==> src/rtl/pipe_addsub_if.sv <==
// Handshake bundle for pipe_addsub: operand beat in, result beat out.
`timescale 1ns/1ps
interface pipe_addsub_if #(
  parameter int W = 12
);
  logic         in_valid;
  logic         in_ready;
  logic [W-1:0] a;
  logic [W-1:0] b;
  logic         op;
  logic         out_valid;
  logic         out_ready;
  logic [W-1:0] y;
  logic         ovf;

  modport master (
    output in_valid, a, b, op, out_ready,
    input  in_ready, out_valid, y, ovf
  );

  modport slave (
    input  in_valid, a, b, op, out_ready,
    output in_ready, out_valid, y, ovf
  );
endinterface

==> src/rtl/pipe_addsub.sv <==
// Pipelined unsigned add/subtract with valid/ready flow control and carry/borrow flag.
// Optional macro PIPE_ADDSUB_SAT_EN: saturate y on carry (all-ones) or borrow (zero).
`timescale 1ns/1ps
module pipe_addsub_chk #(
  parameter int W = 12
) (
  input logic         clk,
  input logic         rst_n,
  input logic         in_ready,
  input logic         out_valid,
  input logic         out_ready,
  input logic [W-1:0] y,
  input logic         ovf
);
  // A stalled result must stay put with its flag.
  a_stall_hold: assert property (@(posedge clk) disable iff (!rst_n)
    (out_valid && !out_ready) |=> (out_valid && $stable(y) && $stable(ovf)));

  // Upstream readiness is exactly the inverse of the stall.
  a_ready: assert property (@(posedge clk) disable iff (!rst_n)
    in_ready == !(out_valid && !out_ready));
endmodule

module pipe_addsub #(
  parameter int W      = 12,
  parameter int STAGES = 2
) (
  input logic          clk,
  input logic          rst_n,
  pipe_addsub_if.slave bus
);
  logic              stall_s;
  logic [W:0]        raw_s;
  logic [W-1:0]      res_y_s;
  logic              res_ovf_s;
  logic [STAGES-1:0] vld_r;
  logic [STAGES-1:0] ovf_r;
  logic [W-1:0]      y_r [STAGES];

  function automatic logic [W:0] add_sub(input logic [W-1:0] x, input logic [W-1:0] z,
                                         input logic sub);
    if (sub) begin
      return {1'b0, x} - {1'b0, z};
    end else begin
      return {1'b0, x} + {1'b0, z};
    end
  endfunction

  // Stage-0 result: W+1 bit arithmetic, bit W is carry (add) or borrow (sub).
  always_comb begin
    raw_s     = add_sub(bus.a, bus.b, bus.op);
    res_ovf_s = raw_s[W];
`ifdef PIPE_ADDSUB_SAT_EN
    if (raw_s[W]) begin
      res_y_s = bus.op ? {W{1'b0}} : {W{1'b1}};
    end else begin
      res_y_s = raw_s[W-1:0];
    end
`else
    res_y_s = raw_s[W-1:0];
`endif
  end

  assign stall_s      = vld_r[STAGES-1] && !bus.out_ready;
  assign bus.in_ready = !stall_s;

  // Pipeline advance; data registers only load behind a valid so idle outputs hold.
  always_ff @(posedge clk or negedge rst_n) begin
    if (!rst_n) begin
      vld_r <= {STAGES{1'b0}};
      ovf_r <= {STAGES{1'b0}};
      for (int k = 0; k < STAGES; k++) begin
        y_r[k] <= {W{1'b0}};
      end
    end else if (!stall_s) begin
      vld_r[0] <= bus.in_valid;
      if (bus.in_valid) begin
        y_r[0]   <= res_y_s;
        ovf_r[0] <= res_ovf_s;
      end
      for (int k = 1; k < STAGES; k++) begin
        vld_r[k] <= vld_r[k-1];
        if (vld_r[k-1]) begin
          y_r[k]   <= y_r[k-1];
          ovf_r[k] <= ovf_r[k-1];
        end
      end
    end
  end

  assign bus.out_valid = vld_r[STAGES-1];
  assign bus.y         = y_r[STAGES-1];
  assign bus.ovf       = ovf_r[STAGES-1];

  pipe_addsub_chk #(.W(W)) u_chk (
    .clk       (clk),
    .rst_n     (rst_n),
    .in_ready  (bus.in_ready),
    .out_valid (bus.out_valid),
    .out_ready (bus.out_ready),
    .y         (bus.y),
    .ovf       (bus.ovf)
  );
endmodule

==> src/flat_wrapper.sv <==
// flat-port wrapper written by rule: the top's interface ports become plain ports
module pipe_addsub_flat 
#(
  parameter int W      = 12,
  parameter int STAGES = 2
)
  (clk, rst_n, bus_in_valid, bus_a, bus_b, bus_op, bus_out_ready, bus_in_ready, bus_out_valid, bus_y, bus_ovf);
  pipe_addsub_if #(.W(W)) bus_i ();
  input logic clk;
  input logic rst_n;
  input wire logic [$bits(bus_i.in_valid)-1:0] bus_in_valid;
  input wire logic [$bits(bus_i.a)-1:0] bus_a;
  input wire logic [$bits(bus_i.b)-1:0] bus_b;
  input wire logic [$bits(bus_i.op)-1:0] bus_op;
  input wire logic [$bits(bus_i.out_ready)-1:0] bus_out_ready;
  output wire logic [$bits(bus_i.in_ready)-1:0] bus_in_ready;
  output wire logic [$bits(bus_i.out_valid)-1:0] bus_out_valid;
  output wire logic [$bits(bus_i.y)-1:0] bus_y;
  output wire logic [$bits(bus_i.ovf)-1:0] bus_ovf;
  assign bus_i.in_valid = bus_in_valid;
  assign bus_i.a = bus_a;
  assign bus_i.b = bus_b;
  assign bus_i.op = bus_op;
  assign bus_i.out_ready = bus_out_ready;
  assign bus_in_ready = bus_i.in_ready;
  assign bus_out_valid = bus_i.out_valid;
  assign bus_y = bus_i.y;
  assign bus_ovf = bus_i.ovf;
  pipe_addsub #(.W(W), .STAGES(STAGES)) u_core (.clk(clk), .rst_n(rst_n), .bus(bus_i));
endmodule
==> config.mk <==
export PLATFORM = sky130hd
export DESIGN_NAME = pipe_addsub_flat
export DESIGN_NICKNAME = d
export VERILOG_FILES = /design/src/rtl/pipe_addsub_if.sv /design/src/rtl/pipe_addsub.sv /design/src/flat_wrapper.sv
export SDC_FILE = /design/constraint.sdc
export NUM_CORES = 1
export LEC_CHECK = 0
export ABC_CLOCK_PERIOD_IN_PS = 1800
export CORE_ASPECT_RATIO = 0.7
export CORE_MARGIN = 2
export CORE_UTILIZATION = 51
export CTS_CLUSTER_SIZE = 24
export DETAILED_ROUTE_END_ITERATION = 7
export HOLD_SLACK_MARGIN = 0.03
export PLACE_DENSITY = 0.93
export REMOVE_ABC_BUFFERS = 1
export SLEW_MARGIN = 15
export SYNTH_ARGS = -nofsm -noshare
export SYNTH_HDL_FRONTEND = slang
export SYNTH_SLANG_ARGS = --single-unit
==> constraint.sdc <==
create_clock -name clk -period 1.8 [get_ports clk]
set_input_delay 0.36 -clock clk [delete_from_list [all_inputs] [get_ports clk]]
set_output_delay 0.36 -clock clk [all_outputs]
set_load 0.02 [all_outputs]
======== Word level (Yosys, flattened, before mapping) ========
Index checks and enable logic that the tools add are counted.
W data, S select, Z words.
storage, ports and cells
  register bits ........................... 28
  word-level logic and storage cells ...... 14
  input bits .............................. 29
  output and inout bits ................... 15
cells by class
  $add $sub $neg .......................... 2
  muxes and demuxes ....................... 1
  reduce and logical (&&, ||, !) cells .... 5
  bitwise gates (word level) .............. 1
operator list
  kind                 count
  $add A12 B12 Y13     1
  $mux W13             1
  $sub A12 B12 Y13     1
  $reduce_and A2 Y1    2
  $logic_not A1 Y1     2
  $logic_and A1 B1 Y1  1
  $not A1 Y1           1

======== Longest topological paths before layout ========
  depth in word-level cells ............... 4
  mapped depth ............................ 11
  depth with buffers taken out ............ 11

======== Worst setup path after synthesis ========
Ideal clock, no wire load.
  path kind ............................... input -> register
  start point ............................. input port bus_b[4]
  end point ............................... register u_core.ovf_r[0]
  cell stages on the path ................. 11
  path buffers ............................ 1
  data required time ...................... 1673 ps
  setup slack ............................. -742 ps
  arrival time ............................ 2416 ps
  library setup time ...................... 127 ps
  cell sequence ........................... nor3_1 a31o_2 o21ai_0 xnor2_1 ha_1 buf_6 a211o_1 a211o_1 a31oi_4 a221o_2 o211ai_2
on the way
  longest elaborated chain between the ends .. 2
  elaborated cells between the ends (all ways) .. 3
  classes of those cells .................. add/sub: 2; mux: 1
ends and longest elaborated chain
  element                                                      RTL line                              RTL
  start: declaration                                           flat_wrapper.sv:13                    input wire logic [$bits(bus_i.b)-1:0] bus_b;
  $add A12 B12 Y13 / $sub A12 B12 Y13 (equally long branches)  pipe_addsub.sv:45, pipe_addsub.sv:43
  $mux W13 (*)                                                 pipe_addsub.sv:42                     if (sub) begin
  end signal: assignment                                       pipe_addsub.sv:71                     ovf_r <= {STAGES{1'b0}};
  end signal: assignment                                       pipe_addsub.sv:79                     ovf_r[0] <= res_ovf_s;
  end signal: indexed assignment                               pipe_addsub.sv:85                     ovf_r[k] <= ovf_r[k-1];
  end: declaration                                             pipe_addsub.sv:37                     logic [STAGES-1:0] ovf_r;
Every way passes the cells marked *; elsewhere a longest branch is shown, timed or not.
A chain may end at the register's enable or synchronous reset.

======== Worst setup path after layout ========
  start point ............................. input port bus_b[6]
  end point ............................... register u_core.ovf_r[0]
Same word-level chain as after synthesis.

==> run_results.csv <==
group,metric,value,unit
clock_network,tritoncts_num_sinks,28,
outcome,run_status,"finished with violations",
finish,layout-drive-gt1-share,51.16,%
finish,most_common_cell_after_layout_fill_and_taps_aside,"buf_4",
detailed_routing,drt_drc,0,
synth,mappedNetlistArea,0.001971,mm^2
placed_design,place.detailed.instances,330,
placed_design,rd_place_congestion,0.9426,
worst_setup_path,timing.critical_path.required,2.01,ns
detailed_routing,route.detailed.wl_per_inst,26.32,um
clock_network,clock-root-buffer,"clkbuf_8",
placed_design,place.port_buffers,43,
sta,worst_slack,-0.6830,ns
worst_setup_path,cp_slowest_stage_delay,0.40,ns
worst_setup_path,cell_chain_of_the_critical_path,"clkdlybuf4s15_2 > nor4_4 > nor3b_2 > o21ai_2 > xnor2_1 > ha_1 > o2111a_1 > o31ai_4 > a221o_2 > o211ai_2",
detailed_routing,route.antenna.remaining_nets,0,
pwr,ir_worst_vdd,927.4,uV
synth,ys_ff_latch,28,
outcome,violations,"negative setup slack",
detailed_routing,detail_route.vias_per_cell,6.703,
finish,number_of_diodes_added_for_antenna_fixing,0,
sta,final-setup-viol-count,10,
die,design.die.area,0.004385,mm^2
detailed_routing,first_iter_violations,203,
pwr,finalPower,3287,uW
clock_network,cts-buffers-inserted,3,
sta,skew_final,0.003672,ns
die,design.core.area,0.003603,mm^2
grt,grt_pass1_wl,11.74,mm
worst_setup_path,cpLargestDelayFamily,"compound AO/OA/AOI/OAI gates",
sta,timing.hold.ws,0.4647,ns
synth,ys.warnings.count,0,
finish,layout.cell_area.non_filler,0.003405,mm^2
pwr,cellPowerDensity,965.4,mW/mm^2
detailed_routing,drt_pass1_iterations,5,
synth,mean_post_synth_cell_area,9.756,um^2
placed_design,placement.cell_area,0.002753,mm^2
worst_setup_path,critical_path.slowest_cell,"a221o_2",
synth,synth_edf_count,0,
sta,worst_slew_pin_tran,0.3662,ns
finish,most-common-layout-cells,"55 x buf_4, 29 x clkdlybuf4s50_1, 28 x dfrtp_1",
worst_setup_path,critical_path.endpoint_type,"flop",
die,initial_utilization,54.69,%
worst_setup_path,worstPathArrival,2.69,ns
die,pin_count,44,
die,chipWidth,78.30,um
finish,num-fill-cells,96,
grt,grt_overflow_total,0,
die,die_boundary_height,56.01,um
die,fp-row-count,18,
clock_network,clock_tree_from_tritoncts,"done",
worst_setup_path,critical_path_buf_inv_count,1,
synth,synthDistinctLibCells,47,
clock_network,clock_tree.htree_level_count,1,
job,drv.max_cap_violation_count,0,
finish,finalNetCount,348,
sta,post-route-min-period,2.483,ns
clock_network,cts_buffer_depth,2,
sta,hold_violations,0,
synth,synth_seq_area_share,35.56,%
finish,finalNonFillerCells,353,
grt,number_of_global_route_vias_before_repair,2312,
hold_path,hp-class,"input pin to async pin",
synth,dominantRegCellSynth,"dfrtp_1",
detailed_routing,num_vias,2366,
sta,clock.fmax,402.7,MHz
finish,fin_util,94.48,%
pwr,p_leak,0.001504,uW
sta,grt_setup_unrepaired,"yes",
clock_network,clock_insertion_delay_worst_skew,0.28,ns
sta,drv_slew,0,
grt,grt_max_degree,29,
synth,postSynth.asyncResetShare,100.0,%
worst_setup_path,timing.critical_path.fanout_max,4,
finish,final-seq-area,700.7,um^2
worst_setup_path,worstSetupPathType,"input pin to flop",
placed_design,dpl.hpwl,4.003,mm
sta,post-route-period-util,137.9,%
sta,timing.slew.headroom,75.59,%
detailed_routing,totalWireLength,9.292,mm
worst_setup_path,crit_path_start_kind,"input pin",
grt,grtUsageTotal,34.92,%
grt,antenna_violations_before_repair,0,
finish,multiInputGateArea,0.001511,mm^2
synth,synthesized_instance_count,202,
clock_network,cts_hold_buf,0,
finish,area_delta_synth_final,72.76,%
clock_network,clock_slew_at_reported_path_ffs,0.09,ns
-- cells in the mapped netlist, types with 3 or more instances --
cell / number / area [um^2]
o31ai_1: 4 / 30.03
clkbuf_1: 4 / 15.01
dfrtp_1: 28 / 700.7
a211oi_1: 6 / 45.04
nand2b_1: 3 / 18.77
nor3_1: 5 / 25.02
buf_4: 12 / 90.09
nand3_1: 4 / 20.02
nand4_1: 3 / 18.77
ha_1: 13 / 162.7
o21ai_0: 12 / 60.06
mux2_2: 12 / 135.1
xnor2_1: 11 / 96.34
nand2_1: 21 / 78.83
a21o_1: 6 / 45.04
nor2_1: 9 / 33.78
inv_1: 7 / 26.28
xor2_1: 3 / 26.28
a21oi_1: 6 / 30.03
-- layer usage --
layer | vias to the layer above | routed length, um | track usage, %
met4 | 0 | 955 | 20.05
met5 | - | 0 | 0
met3 | 101 | 1028 | 10.06
li1 | 923 | - | -
met1 | 1097 | 3099 | 39.53
met2 | 245 | 4209 | 58.99
-- per-stage QoR --
step	worst slack (ns)	setup TNS [ns]
after global placement	-1.164	-10.97
after global routing	-0.7232	-4.768
after floorplan	-0.7046	-3.713
after detailed placement	-1.307	-12.04
final	-0.6830	-4.377
after CTS	-0.4473	-2.673
-- where the power goes --
group	internal [uW]	switching (uW)	total [uW]
Clock	151	193	344
Sequential	856	159	1020
Combinational	960	967	1930
Total	1970	1320	3290
-- path summary, 6_finish.rpt --
path | slack, ns | startpoint | cells after the start | end
setup / recovery | -0.68 | bus_b[6] | 10 | u_core.ovf_r[0]$_DFFE_PN0P_
hold / removal | 0.46 | rst_n | 2 | u_core.bus.y[8]$_DFFE_PN0P_
setup reg to reg | 0.29 | u_core.vld_r[1]$_DFFE_PN0N_ | 7 | u_core.y_r[22]$_DFFE_PN0P_
hold reg to reg | 0.53 | u_core.vld_r[0]$_DFFE_PN0N_ | 2 | u_core.vld_r[1]$_DFFE_PN0N_
max in group asynchronous | 1.07 | rst_n | 2 | u_core.y_r[20]$_DFFE_PN0P_
min in group clk | 0.53 | u_core.vld_r[0]$_DFFE_PN0N_ | 2 | u_core.vld_r[1]$_DFFE_PN0N_
-- cells by family (layout without fill, tap and decap cells) --
logic type                 after synthesis  after routing  share of synthesized area [%]
AOI/OAI and AO/OA                       52             52                          20.00
xor gates and xnor gates                14             14                          6.222
adders and majority gates               14             14                          9.270
buffers and inverters                   25            126                          7.492
DFF                                     28             28                          35.56
muxes                                   15             15                          8.444
and+or+nand+nor                         54             54                          13.02
-- final cells by class --
type	instances	area share [%]
clock buffer	3	1.213
timing repair buffer	116	31.05
multi-input combinational	149	44.40
tap	50	1.838
inverter	7	0.9188
sequential	28	20.58
-- sequential cells by signal (all words and copies together), names as in the netlist --
name          cells
u_core.vld_r      2
u_core.y_r       12
u_core.bus.y     12
u_core.ovf_r      2
-- repair_timing --
action / in CTS / in global routing
endpoints found under the setup margin: 13 / 10
pin swaps: 52 / 31
endpoints found under the hold margin: 0 / 0
setup buffers: 17 / 4
resized for setup: 127 / 28
Note: power is estimated with default switching activity, not from simulation.
